<file path="src/rtl/dot_product.sv">
// dot_product: pipelined signed dot-product engine.
// Each accepted beat carries one row of A and one row of B-transpose. The
// lane products are registered (stage M), reduced by a registered pairwise
// adder tree (one stage per level), then converted to OUTPUT_WIDTH in a final
// register stage R. Every stage carries a valid bit and the caller's tag.
// A single global advance signal stalls every stage together, so results
// leave in acceptance order with no drops and no duplicates.
//
// Build option: define DOT_PRODUCT_SATURATE_EN to clamp the result when
// OUTPUT_WIDTH is narrower than the exact sum. Without it the low bits are
// kept (wrap-around). Latency is the same in both builds.
//
// INPUT_FEATURES must equal 2**LOG_INPUT_FEATURES, and LOG_INPUT_FEATURES
// must be at least 1.
module dot_product #(
  parameter int INPUT_FEATURES     = 4,
  parameter int LOG_INPUT_FEATURES = 2,
  parameter int INPUT_WIDTH        = 4,
  parameter int WEIGHT_WIDTH       = 8,
  parameter int OUTPUT_WIDTH       = 16,
  parameter int TAG_WIDTH          = 6
) (
  input  logic                                   clk,
  input  logic                                   rst,
  input  logic                                   in_valid,
  output logic                                   in_ready,
  input  logic [INPUT_FEATURES*INPUT_WIDTH-1:0]  inputData,
  input  logic [INPUT_FEATURES*WEIGHT_WIDTH-1:0] weightData,
  input  logic [TAG_WIDTH-1:0]                   in_tag,
  output logic                                   out_valid,
  input  logic                                   out_ready,
  output logic [OUTPUT_WIDTH-1:0]                out_data,
  output logic [TAG_WIDTH-1:0]                   out_tag
);

  // Product width and exact full-sum width.
  localparam int P    = INPUT_WIDTH + WEIGHT_WIDTH;
  localparam int S    = P + LOG_INPUT_FEATURES;
  // Number of data-carrying levels before stage R: M plus one per tree level.
  localparam int NLVL = LOG_INPUT_FEATURES + 1;

  // All tree levels are packed into one flat vector. Level l holds
  // INPUT_FEATURES>>l lanes of P+l bits each; this returns where level l starts.
  function automatic int lvl_off(input int lvl);
    int acc;
    acc = 0;
    for (int j = 0; j < lvl; j++) begin
      acc = acc + (INPUT_FEATURES >> j) * (P + j);
    end
    return acc;
  endfunction

  localparam int TREE_BITS = lvl_off(NLVL);
  localparam int SUM_OFF   = lvl_off(LOG_INPUT_FEATURES);

  // Pipeline state: data for every level, plus per-level valid and tag.
  logic [TREE_BITS-1:0]                tree_q;
  logic [TREE_BITS-1:0]                tree_d;
  logic [NLVL-1:0]                     vld_q;
  logic [NLVL-1:0]                     vld_d;
  logic [NLVL-1:0][TAG_WIDTH-1:0]      tag_q;
  logic [NLVL-1:0][TAG_WIDTH-1:0]      tag_d;

  // Stage R (output register).
  logic                                out_valid_q;
  logic [OUTPUT_WIDTH-1:0]             out_data_q;
  logic [OUTPUT_WIDTH-1:0]             out_data_d;
  logic [TAG_WIDTH-1:0]                out_tag_q;

  // Flow control: the whole pipe moves when the output slot is free or
  // being drained this cycle. Nothing is accepted while reset is held.
  logic advance;
  logic accept;

  assign advance  = !out_valid_q || out_ready;
  assign in_ready = advance && rst;
  assign accept   = in_valid && in_ready;

  genvar gi, gk;

  // Stage M inputs: one signed product per lane. Non-accepted cycles load
  // zeros so that bubbles carry clean data down the pipe.
  generate
    for (gi = 0; gi < INPUT_FEATURES; gi++) begin : g_mul
      logic signed [INPUT_WIDTH-1:0]  a_lane;
      logic signed [WEIGHT_WIDTH-1:0] b_lane;
      logic signed [P-1:0]            prod;

      assign a_lane = inputData[gi*INPUT_WIDTH +: INPUT_WIDTH];
      assign b_lane = weightData[gi*WEIGHT_WIDTH +: WEIGHT_WIDTH];
      assign prod   = a_lane * b_lane;
      assign tree_d[gi*P +: P] = accept ? prod : '0;
    end
  endgenerate

  // Tree levels: lane k of level l is lane 2k + lane 2k+1 of level l-1,
  // each operand sign-extended by one bit so the add is exact.
  generate
    for (gi = 1; gi < NLVL; gi++) begin : g_lvl
      localparam int W     = P + gi;
      localparam int LANES = INPUT_FEATURES >> gi;
      localparam int SRC   = lvl_off(gi - 1);
      localparam int DST   = lvl_off(gi);

      for (gk = 0; gk < LANES; gk++) begin : g_add
        logic [W-2:0] lhs;
        logic [W-2:0] rhs;

        assign lhs = tree_q[SRC + (2*gk)*(W-1) +: W-1];
        assign rhs = tree_q[SRC + (2*gk+1)*(W-1) +: W-1];
        assign tree_d[DST + gk*W +: W] = {lhs[W-2], lhs} + {rhs[W-2], rhs};
      end
    end
  endgenerate

  // Valid and tag shift alongside the data, one entry per level.
  assign vld_d    = {vld_q[NLVL-2:0], accept};
  assign tag_d[0] = accept ? in_tag : '0;

  generate
    for (gi = 1; gi < NLVL; gi++) begin : g_tag
      assign tag_d[gi] = tag_q[gi-1];
    end
  endgenerate

  // Output conversion of the exact sum held in the last tree level.
  logic signed [S-1:0] full_sum;

  assign full_sum = tree_q[SUM_OFF +: S];

  generate
    if (OUTPUT_WIDTH > S) begin : g_sext
      assign out_data_d = {{(OUTPUT_WIDTH-S){full_sum[S-1]}}, full_sum};
    end else if (OUTPUT_WIDTH == S) begin : g_same
      assign out_data_d = full_sum;
    end else begin : g_narrow
`ifdef DOT_PRODUCT_SATURATE_EN
      localparam logic [S-1:0] MAX_S =
        {{(S-OUTPUT_WIDTH+1){1'b0}}, {(OUTPUT_WIDTH-1){1'b1}}};
      localparam logic [S-1:0] MIN_S =
        {{(S-OUTPUT_WIDTH+1){1'b1}}, {(OUTPUT_WIDTH-1){1'b0}}};

      // Clamp to the signed range of OUTPUT_WIDTH.
      always_comb begin
        out_data_d = full_sum[OUTPUT_WIDTH-1:0];
        if (full_sum > $signed(MAX_S)) begin
          out_data_d = {1'b0, {(OUTPUT_WIDTH-1){1'b1}}};
        end else if (full_sum < $signed(MIN_S)) begin
          out_data_d = {1'b1, {(OUTPUT_WIDTH-1){1'b0}}};
        end
      end
`else
      // Wrap-around keeps only the low bits; the discarded high bits are
      // gathered here so their intentional non-use is explicit.
      logic unused_hi_bits;

      assign unused_hi_bits = ^full_sum[S-1:OUTPUT_WIDTH];
      assign out_data_d     = full_sum[OUTPUT_WIDTH-1:0];
`endif
    end
  endgenerate

  // Shift stage M and the tree levels together; reset clears data as well
  // as valid so no unknowns ever reach the output.
  always_ff @(posedge clk) begin
    if (!rst) begin
      tree_q <= '0;
      vld_q  <= '0;
      tag_q  <= '0;
    end else if (advance) begin
      tree_q <= tree_d;
      vld_q  <= vld_d;
      tag_q  <= tag_d;
    end
  end

  // Stage R: capture the converted result; holds while the consumer stalls.
  always_ff @(posedge clk) begin
    if (!rst) begin
      out_valid_q <= 1'b0;
      out_data_q  <= '0;
      out_tag_q   <= '0;
    end else if (advance) begin
      out_valid_q <= vld_q[NLVL-1];
      out_data_q  <= out_data_d;
      out_tag_q   <= tag_q[NLVL-1];
    end
  end

  assign out_valid = out_valid_q;
  assign out_data  = out_data_q;
  assign out_tag   = out_tag_q;

endmodule

</file>
<file path="config.mk">
export PLATFORM = sky130hd
export DESIGN_NAME = dot_product
export DESIGN_NICKNAME = d
export VERILOG_FILES = /design/src/rtl/dot_product.sv
export SDC_FILE = /design/constraint.sdc
export NUM_CORES = 1
export LEC_CHECK = 0
export ABC_CLOCK_PERIOD_IN_PS = 3700
export CAP_MARGIN = 10
export CORE_MARGIN = 2
export CORE_UTILIZATION = 45
export CTS_CLUSTER_SIZE = 8
export DETAILED_ROUTE_END_ITERATION = 10
export PLACE_DENSITY = 0.76
export SLEW_MARGIN = 5
export SYNTH_ARGS = -nofsm -noshare
export SYNTH_HDL_FRONTEND = slang
export SYNTH_SLANG_ARGS = --single-unit
export TNS_END_PERCENT = 30
</file>
<file path="constraint.sdc">
create_clock -name clk -period 3.7 [get_ports clk]
set_clock_uncertainty 0.2 [all_clocks]
set_input_delay 0.74 -clock clk [delete_from_list [all_inputs] [get_ports clk]]
set_output_delay 0.74 -clock clk [all_outputs]
set_load 0.05 [all_outputs]
</file>
==> results.yml <==
outcome:
  status: "finished with violations"
  violations: "DRC"
yosys:
  synth_edf_count: 0
  synth-compound-area-share: 0.171
  post_synthesis_sequential_area_ratio: 0.257
  yosys_warnings: 0
  synth_largest_area_cell: "dfxtp_1"
  synth_top_family_by_area: "adder cells"
  yosys-top-cells-count: "nand2_1, dfxtp_1, ha_1, inv_1, and2_1"
  ys_seq_elements: 130
  synth_async_sr_flop_share: 0
  cell_count_after_synthesis: 1139
  yosys.cell_types.count: 53
  post-synth-top-count-cell: "nand2_1"
  proportion_of_netlist_area_held_by_the_largest_area_contributor: 0.257
  synthFlopType: "dfxtp_1"
  synthesis.area_per_instance_um2: 8.88
  synth_xor_area_frac: 0.0519
  postSynthNetCount: 1385
  leading_post_synthesis_cells_by_cell_area: "dfxtp_1, ha_1, fa_1"
  synth_simple_gate_area_share: 0.184
  yosys-mux-area-fraction: 0
  yosys.area_share.adder: 0.285
  netlist_area_before_placement_mm2: 0.0101
timing:
  period_minus_slack_ns: 3.70
  worst_hold_slack_ns: 0.244
  hold_viol: 0
  finalCritPeriodShare: 1.00
  tightestPinTransition_ns: 1.13
  grt_setup_unrepaired: "yes"
  timing.fmax_mhz: 270
  final.setup.worst_slack_ns: 0.000715
  drv_slew: 0
  report.final.setup_viol: 0
  maxSlewHeadroom: 0.249
routing:
  dr_total_vias: 8322
  via_count_normalized_by_instance_count: 5.15
  met2_wirelength_um: 11200
  drt-wirelength-per-cell_um: 14.0
  route.detailed.drc: 1
  routed.top_layer: "met4"
  number_of_iterations_in_the_first_detailed_routing_pass: 10
  detail_route.iter0.violations: 442
  ant_nets: 0
  wirelength_met1_um: 10600
  met3_length_um: 649
  route.final.wire_length_um: 22600
clock_tree:
  total_clock_buffers_created_by_cts: 17
  clockRootBuffer: "clkbuf_16"
  cts.reportedPaths.clkPinSlew_ns: 0.06
  cts_tree: "yes"
  cts_max_level: 4
  clock_tree.buffer_depth: 2
  clkLatencyLatePin_ns: 0.42
  clock_sink_count: 130
power:
  design_power_total_mw: 6.10
  switching_power_mw: 2.06
  comb_power_share: 0.439
  power.leakage_nw: 5.90
  clockPowerShare: 0.276
  sequential_fraction_of_design_power: 0.284
  power_report.internal_total_mw: 4.05
  power_density_mw_per_mm2: 460
  switching_share: 0.337
  vdd_ir_drop_max_mv: 0.381
die:
  initial_utilization: 0.461
  die_h_um: 154
  boundaryPins: 82
  die_w_um: 154
  placeableCoreArea_mm2: 0.0220
  rows: 54
  die_area_mm2: 0.0237
worst_setup_path:
  depth_of_the_worst_register_to_register_path: 9
  setup.worst_path.start: "weightData[0]"
  timing_worst_setup_path_type: "in -> reg"
  worstSetupEndpoint: "tree_q[11]"
  reg2reg_from: "tree_q[12]"
  worst_r2r_endpoint: "tree_q[56]"
  timing.critical_path.fanout_max: 2
  critPathArrivalTime_ns: 3.79
  r2r_slack_ns: 1.24
  timing.critical_path.to_type: "register"
  startpoint_type: "input pin"
  critPathRequiredTime_ns: 3.79
placement:
  dp_slack_ns: -0.935
  placed_cells_incl_taps: 1577
  place.detailed.hpwl_um: 16400
  portBuffers: 81
  place_congestion: 0.825
hold_path:
  hold_path.class: "reg -> reg"
final_layout:
  final_layout_size_suffix_gt1_frac: 0.221
  syn2layout_area_growth_pct: 31.2
  final_instance_count_without_filler_cells: 1617
  fin_util: 0.605
  fillerInstances: 1785
  diodes: 0
  final_net_count: 1570
grt:
  first_pass_grt_wire_length_um: 37800
  groute.usage.overall: 0.190
  grt_pass1_vias: 8452
  grt_overflow: 0
  grt_max_degree: 60
  antenna_found_initial: 0
run:
  max-cap-violations: 0
-- placed cells by master (no fill, tap or decap), types with 12 or more instances in the layout --
master	netlist	layout
a21oi_1	32	24
ha_1	117	80
inv_1	88	84
dfxtp_1	130	130
xnor2_1	38	38
ha_4	0	33
fa_1	71	67
a21boi_0	40	40
nand2b_4	0	12
nand2_1	168	161
nand2b_1	28	15
buf_4	2	124
xor2_1	22	22
a22o_1	19	19
clkbuf_16	0	17
o21ai_0	71	64
and2_1	82	74
nor2_1	55	48
clkdlybuf4s50_1	0	42
-- flip-flops by register name (all words and copies together) (netlist names) --
register	flops
out_data	14
out_tag	6
out_valid	1
tag_d	12
tag_q	6
tree_q	88
vld_q	3
-- worst max-delay path, cell delays in order --
cell and delay (ns):
buf_6 0.09, nand2b_4 0.13, fa_1 0.57, fa_1 0.44, fa_1 0.46, inv_1 0.08, ha_2 0.19, inv_2 0.04
fa_2 0.35, nand2b_4 0.16, nand2b_4 0.08, a211oi_4 0.06, a21oi_1 0.16, xnor2_1 0.15, o21ai_1 0.08
-- power by group through the flow --
stage | Sequential (mW) | Combinational [mW] | Clock, mW
3_5_place_dp | 1.76 | 2.30 | 0
4_1_cts | 1.73 | 2.45 | 1.71
6_report | 1.73 | 2.68 | 1.69
5_1_grt | 1.76 | 2.96 | 1.78
3_3_place_gp | 1.75 | 2.23 | 0
2_1_floorplan | 1.79 | 1.50 | 0
-- cells by family after synthesis --
logic type               after synthesis
AO/OA/AOI/OAI                        250
XOR/XNOR                              60
adder cells (fa/ha/maj)              188
buffers and inverters                130
flip-flops                           130
AND/OR/NAND/NOR                      381
-- final cells by class --
class	instances	area [um^2]	area share
multi-input cells	879	7680	0.578
flip-flops and latches	130	2600	0.196
repair buffers	204	1690	0.127
clock buffers	21	480	0.0362
well taps	280	350	0.0264
inverters	92	349	0.0263
clock inverters	11	126	0.00952
-- layer usage --
metal	global-route usage	vias to the layer above
met5	0	-
met2	0.332	121
met3	0.0313	19
met1	0.247	3985
li1	-	4197
met4	0.0414	0
-- stage by stage --
| step | TNS, ns | instance area, um^2 |
|---|---|---|
| after floorplan | -0.979 | 10200 |
| after global placement | -17.75 | 12100 |
| after detailed placement | -21.09 | 12100 |
| after CTS | -0.0286 | 12900 |
| after global routing | -0.449 | 13300 |
| final | 0 | 13300 |
-- how the worst min path moves through the flow --
| stage | end | depth (start not counted) | slack, ns | startpoint |
|---|---|---|---|---|
| floorplan | vld_q[0] | 2 | 0.22 | vld_q[0] |
| global placement | vld_q[0] | 2 | 0.23 | vld_q[0] |
| detailed placement | vld_q[0] | 2 | 0.24 | vld_q[0] |
| CTS | vld_q[0] | 2 | 0.25 | vld_q[0] |
| global route | vld_q[0] | 2 | 0.28 | vld_q[0] |
| finish | vld_q[0] | 2 | 0.24 | vld_q[0] |
-- repair_timing --
item,CTS,global route
setup endpoints to repair,28,19
gates resized for setup,124,69
setup buffers,5,3
pin swaps,56,46
hold buffers,0,0
Power figures use the tool's default switching activity.
